File: config.mk
export PLATFORM = sky130hd
export DESIGN_NAME = wb_regfile
export DESIGN_NICKNAME = d
export VERILOG_FILES = /design/src/rtl/wb_regfile.sv
export SDC_FILE = /design/constraint.sdc
export NUM_CORES = 2
export LEC_CHECK = 0
export CORE_ASPECT_RATIO = 1.2
export CORE_MARGIN = 8
export CORE_UTILIZATION = 30
export CTS_BUF_LIST = sky130_fd_sc_hd__clkbuf_2
export DETAILED_ROUTE_END_ITERATION = 16
export GPL_TIMING_DRIVEN = 0
export PLACE_DENSITY_LB_ADDON = 0.3
export SLEW_MARGIN = 15
export SYNTH_ARGS = -nofsm -noshare
export SYNTH_HDL_FRONTEND = slang
export SYNTH_SLANG_ARGS = --single-unit
File: constraint.sdc
create_clock -name clk -period 4.3 [get_ports clk]
set_input_delay 0.86 -clock clk [delete_from_list [all_inputs] [get_ports clk]]
set_output_delay 0.86 -clock clk [all_outputs]
set_load 0.005 [all_outputs]
File: src/rtl/wb_regfile.sv
// Writeback stage + architectural register file: writeback mux, two combinational read ports,
// registered forward copy of the last commit, and a retire counter. Optional macro: WB_REGFILE_BYPASS_EN.
module wb_regfile #(
    parameter int XLEN = 64,
    parameter int NREG = 32
) (
    input  logic            clk,
    input  logic            reset,
    input  logic [XLEN-1:0] MEMWB_read_data,
    input  logic [XLEN-1:0] MEMWB_Result,
    input  logic            MEMWB_MemtoReg,
    input  logic            MEMWB_RegWrite,
    input  logic [4:0]      MEMWB_inst2,
    input  logic [4:0]      rs1,
    input  logic [4:0]      rs2,
    output logic [XLEN-1:0] ReadData1,
    output logic [XLEN-1:0] ReadData2,
    output logic [XLEN-1:0] wb_data,
    output logic            wb_fwd_valid,
    output logic [4:0]      wb_fwd_rd,
    output logic [XLEN-1:0] wb_fwd_data,
    output logic [31:0]     retire_count
);

    logic [XLEN-1:0] r_regs [NREG];
    logic            r_fwd_valid;
    logic [4:0]      r_fwd_rd;
    logic [XLEN-1:0] r_fwd_data;
    logic [31:0]     r_retire_count;

    logic            w_commit;
    logic [31:0]     w_retire_cur;
    logic [XLEN-1:0] w_rd1;
    logic [XLEN-1:0] w_rd2;

    assign wb_data = MEMWB_MemtoReg ? MEMWB_read_data : MEMWB_Result;

    // x0 writes are architectural no-ops; gating with reset also drops commits during reset
    assign w_commit = MEMWB_RegWrite && (MEMWB_inst2 != 5'd0) && reset;

    // Counter next-state is taken from this net so the current count has a single observation point
    assign w_retire_cur = r_retire_count;

    always_ff @(posedge clk or negedge reset) begin
        if (!reset) begin
            for (int i = 0; i < NREG; i++) r_regs[i] <= '0;
            r_fwd_valid    <= 1'b0;
            r_fwd_rd       <= 5'd0;
            r_fwd_data     <= '0;
            r_retire_count <= 32'd0;
        end else begin
            r_fwd_valid <= w_commit;
            if (w_commit) begin
                r_regs[MEMWB_inst2] <= wb_data;
                r_fwd_rd            <= MEMWB_inst2;
                r_fwd_data          <= wb_data;
                r_retire_count      <= w_retire_cur + 32'd1;
            end
        end
    end

    always_comb begin
        w_rd1 = '0;
        w_rd2 = '0;
        if (reset && (rs1 != 5'd0)) w_rd1 = r_regs[rs1];
        if (reset && (rs2 != 5'd0)) w_rd2 = r_regs[rs2];
`ifdef WB_REGFILE_BYPASS_EN
        // Write-before-read: a same-cycle commit is visible to decode immediately
        if (w_commit && (rs1 == MEMWB_inst2)) w_rd1 = wb_data;
        if (w_commit && (rs2 == MEMWB_inst2)) w_rd2 = wb_data;
`endif
    end

    assign ReadData1    = w_rd1;
    assign ReadData2    = w_rd2;
    assign wb_fwd_valid = r_fwd_valid;
    assign wb_fwd_rd    = r_fwd_rd;
    assign wb_fwd_data  = r_fwd_data;
    assign retire_count = w_retire_cur;

endmodule

======== Word level (Yosys, flattened, before mapping) ========
Index checks and enable logic that the tools add are counted.
storage, ports and cells
  logic and storage cells ................. 64
  output and inout bits ................... 294
  bits in writable memories ............... 0
  register bits after elaboration ......... 2150
  ROM bits ................................ 0
  memories kept ........................... 0
  bits in latches ......................... 0
cells by class
  shift-type cells ........................ 0
  mux-type cells .......................... 12
  div/mod/pow operators ................... 0
  $mul .................................... 0
  bitwise operators ....................... 3
  reduce and logical (&&, ||, !) cells .... 8
  add/sub/neg operators ................... 1
  equality and inequality tests ........... 0
  order comparisons ....................... 4
operator list
  kind                   number
  $bwmux 2048            1
  $bmux 64 s5            2
  $mux 64                8
  $demux 64 s5           1
  $add 32x1->32 const B  1
  $ge 6x6->1 const B     3
  $not 5->6              3
  $reduce_bool 5->1      3
  $lt 6x1->1 const B     1
  $logic_and 1x1->1      5

======== Logic depth before layout (Yosys ltp) ========
  word-level depth ........................ 6
  mapped depth ............................ 9
  depth with buffers taken out ............ 5

======== Worst setup path before layout ========
Ideal clock, no wire load.
  path kind ............................... input to output
  from .................................... input rs2[0]
  to ...................................... output ReadData2[1]
  slack ................................... 804 ps
  required time ........................... 3440 ps
  stages on the path ...................... 8
  data arrival time ....................... 2636 ps
  cells stage by stage .................... buf_2 > buf_6 > buf_2 > buf_2 > mux4_2 > mux2i_1 > o22ai_1 > a31o_1
between the ends
  cells in the longest elaborated chain, start to end .. 5
  elaborated cells on any way between the ends .. 7
RTL lines
  item                                        RTL line  RTL
  from (decl)                                 15        input logic [4:0] rs2,
  $not 5->6 (not written as such)             66        if (reset && (rs2 != 5'd0)) w_rd2 = r_regs[rs2];
  $bmux 64 s5                                 66
  $mux 64 (not written as such) (2 in a row)  66
  $mux 64 (*)                                 66
  to (decl)                                   17        output logic [XLEN-1:0] ReadData2,
Mark *: on every way between the ends. The rest lies on a longest branch, timed or not. The select of a mux whose other input is x is not followed.

======== Worst setup path in the final report ========
  from .................................... register r_regs[1479] (netlist name)
  to ...................................... output ReadData1[7]
between the ends
  cells in the longest elaborated chain, start to end .. 4
RTL lines
  item                                        RTL line  RTL
  from (decl)                                 25        logic [XLEN-1:0] r_regs [NREG];
  from (signal, indexed assignment)           54        r_regs[MEMWB_inst2] <= wb_data;
  $bmux 64 s5                                 65        if (reset && (rs1 != 5'd0)) w_rd1 = r_regs[rs1];
  $mux 64 (not written as such) (2 in a row)  65
  $mux 64                                     65
  to (decl)                                   16        output logic [XLEN-1:0] ReadData1,
Every way passes these cells. The select of a mux whose other input is x is not followed.

==> flow_metrics.py <==
metrics = {
    "sta": {
        "period_minus_slack_ns": 4.87,
        "finalSetupTns_ns": -44.62,
        "setup_slack_ns": -0.570,
        "clock.fmax_mhz": 205,
        "setup_viol": 129,
        "grt_setup_unrepaired": "true",
        "fin_worst_skew_ns": 0.0683,
        "max_slew_margin_pct": 8.04,
        "tightest_slew_ns": 1.38,
        "slew_violations": 0,
        "period_share_pct": 113,
        "holdWs_ns": -0.111,
        "hold_viol": 9,
    },
    "logic_synthesis": {
        "synth_seq_cells": 2150,
        "yosys.area_share.simple_pct": 7.79,
        "syn_area_per_cell_um2": 11.6,
        "synth_edf_count": 0,
        "synth-compound-area-share_pct": 11.8,
        "synth_top_area_share_pct": 49.5,
        "netlist_top_cells_area": "dfrtp_1 49%, mux4_2 23%, a21oi_1 8.4%",
        "async_flop_share_pct": 100,
        "yosysWarnings": 0,
        "synth.yosys.seq_area_share_pct": 49.5,
        "synth_xor_area_share_pct": 0.250,
        "ys_types": 55,
        "synth_mux_area_share_pct": 26.2,
        "yosysTopAreaCell": "dfrtp_1",
        "synth_top_family_by_area": "multiplexers",
        "syn-num-nets": 9525,
        "synth_fa_ha_area_share_pct": 0.0115,
        "synth-main-ff-cell": "dfrtp_1",
        "netlist_area_mm2": 0.109,
        "syn_inst": 9377,
    },
    "setup_path": {
        "path_common_cell": "mux4_2",
        "end_kind": "output pin",
        "cp-start-kind": "flip-flop",
        "r2r_cells": 6,
        "cpLargestDelayFamily": "multiplexers",
        "cp_num_cells": 4,
        "crit_arrival_ns": 4.01,
        "crit_type": "flip-flop to output pin",
        "path_cells": "mux4_2, mux4_2, a32o_2, buf_2",
        "crit_buf_inv": 1,
        "cp_slowest_cell": "mux4_2",
        "critPathMaxStageDelay_ns": 0.56,
        "critical_path_required_ns": 3.44,
        "worstPathMaxFanout": 3,
    },
    "floorplan": {
        "core-area_mm2": 0.362,
        "start_util_pct": 30.1,
        "die_w_um": 566,
        "die_h_um": 675,
        "dieArea_mm2": 0.382,
        "ioPinCount": 441,
        "rows": 242,
    },
    "final_layout": {
        "area_growth_pct": 21.0,
        "fin_area_mm2": 0.132,
        "final_common_cell": "dfrtp_1",
        "layout_common_cells": "2150 x dfrtp_1, 1811 x a21oi_1, 1798 x nor2_1",
        "layout-drive-gt1-share_pct": 27.9,
        "nets": 10900,
    },
    "detailed_routing": {
        "drc": 0,
        "wl_per_cell_um": 33.8,
        "vias": 92500,
        "firstDrtPassIters": 6,
        "first_iter_violations": 10500,
        "ant_nets": 0,
        "wl_mm": 537,
        "viasPerCell": 5.82,
    },
    "grt": {
        "grt_max_degree": 151,
        "overflow": 0,
        "grtUsageTotal_pct": 27.3,
        "grt_pass1_wl_mm": 732,
        "antenna_found_initial": 40,
        "first_global_vias": 93400,
    },
    "cts": {
        "numCtsBuffers": 548,
        "cts_tree": "built",
        "clk_pin_slew_ns": 0.14,
        "cts.sinks": 2150,
        "clock_path_buffers": 4,
        "cts_max_level": 6,
        "root_buffer": "clkbuf_2",
        "clock_latency_ns": 1.83,
    },
    "outcome": {
        "violations": "negative hold slack, negative setup slack",
        "status": "complete, but fails checks",
    },
    "min_path": {
        "hold_depth": 3,
        "hold_class": "input pin to flip-flop",
    },
    "placement": {
        "portBuffers": 432,
        "place_area_mm2": 0.120,
        "gp_congestion": 1.02,
        "dp_hpwl_mm": 397,
    },
    "job": {
        "maxCapViolations": 0,
    },
    "power": {
        "power_density_mw_per_mm2": 438,
        "ir_drop_v": 0.000269,
        "p_leak_nw": 56.2,
    },
}
## worst min-delay path, delay by kind of cell
family	cells	cell delay [ns]
AO/OA/AOI/OAI	1	0.17
buffers and inverters	1	0.50
multiplexers	1	0.12
## metal layers
metal | track usage, % | wire [um] | vias to the layer above
li1 | - | - | 37100
met1 | 30.3 | 179000 | 47500
met2 | 42.7 | 245000 | 5865
met3 | 7.18 | 52900 | 1989
met4 | 25.4 | 59900 | 16
met5 | 0 | 102 | -
## cell usage after synthesis (all sizes together), types with 3 or more instances
| cell type | count |
|---|---|
| a21oi | 1821 |
| a221o | 7 |
| a22o | 21 |
| a22oi | 23 |
| a31o | 82 |
| a32o | 17 |
| a32oi | 8 |
| and2 | 8 |
| and4 | 3 |
| buf | 299 |
| clkbuf | 776 |
| dfrtp | 2150 |
| inv | 92 |
| mux2 | 44 |
| mux2i | 280 |
| mux4 | 1117 |
| nand2 | 280 |
| nand2b | 9 |
| nand3 | 9 |
| nand4 | 8 |
| nor2 | 1799 |
| nor2b | 4 |
| nor3 | 33 |
| nor4 | 17 |
| o211ai | 4 |
| o21ai | 281 |
| o221ai | 12 |
| o22ai | 107 |
| o2bb2ai | 6 |
| or2 | 4 |
| or4 | 5 |
| xnor2 | 15 |
| xor2 | 16 |
## flip-flops by register name, indices dropped and copies added, names as in the netlist
| register | count |
|---|---|
| r_regs | 2048 |
| retire_count | 32 |
| wb_fwd_data | 64 |
| wb_fwd_rd | 5 |
| wb_fwd_valid | 1 |
## through the flow
stage          total power, mW  cells  utilization, %  worst slack (ns)
5_1_grt                   59.8  15900            36.4            -0.646
3_3_place_gp              39.5  14600            32.9           -101.58
4_1_cts                   56.9  15800            36.1            -0.587
6_report                  57.6  15900            36.4            -0.570
2_1_floorplan             35.1   9377               -             0.804
3_5_place_dp              41.3  14600            33.3             -5.06
## timing repair
item	4_1_cts	5_1_grt
endpoints found under the setup margin	2166	163
endpoints found under the hold margin	1289	99
buffers inserted	135	44
pin swaps	113	39
cloned	22	0
hold buffers	119	27
resized for setup	1262	83
## cells by family after synthesis
logic type / Yosys count
buffers and inverters: 1168
and+or+nand+nor: 2185
muxes: 1441
AOI/OAI and AO/OA: 2401
adders and majority gates: 1
xor gates and xnor gates: 31
DFF: 2150
## worst paths after layout
check / start / to / slack [ns]
setup / recovery: r_regs[1479]$_DFFE_PN0P_ / ReadData1[7] / -0.57
hold / removal: MEMWB_Result[62] / r_regs[1790]$_DFFE_PN0P_ / -0.11
setup reg to reg: retire_count[2]$_DFFE_PN0P_ / retire_count[9]$_DFFE_PN0P_ / 2.04
hold reg to reg: r_regs[2010]$_DFFE_PN0P_ / r_regs[2010]$_DFFE_PN0P_ / 0.49
max in group asynchronous: reset / r_regs[126]$_DFFE_PN0P_ / 1.75
min in group asynchronous: reset / r_regs[847]$_DFFE_PN0P_ / 0.04
## power breakdown
part	switching [mW]	leakage (nW)	internal, mW
clock network	9.32	3.64	5.32
registers	2.83	27.4	23.9
logic	8.40	25.1	7.78
total	20.5	56.2	37.0
## final cells by class
class,count,area (um2)
fillers,36300,230000
flip-flops and latches,2150,53800
multi-input cells,6059,52400
repair buffers,831,8970
well taps,4758,5950
plain buffers,1056,5240
clock buffers,755,3780
clock inverters,167,941
inverters,93,383
diodes,31,77.6
(Power assumes the default switching activity.)
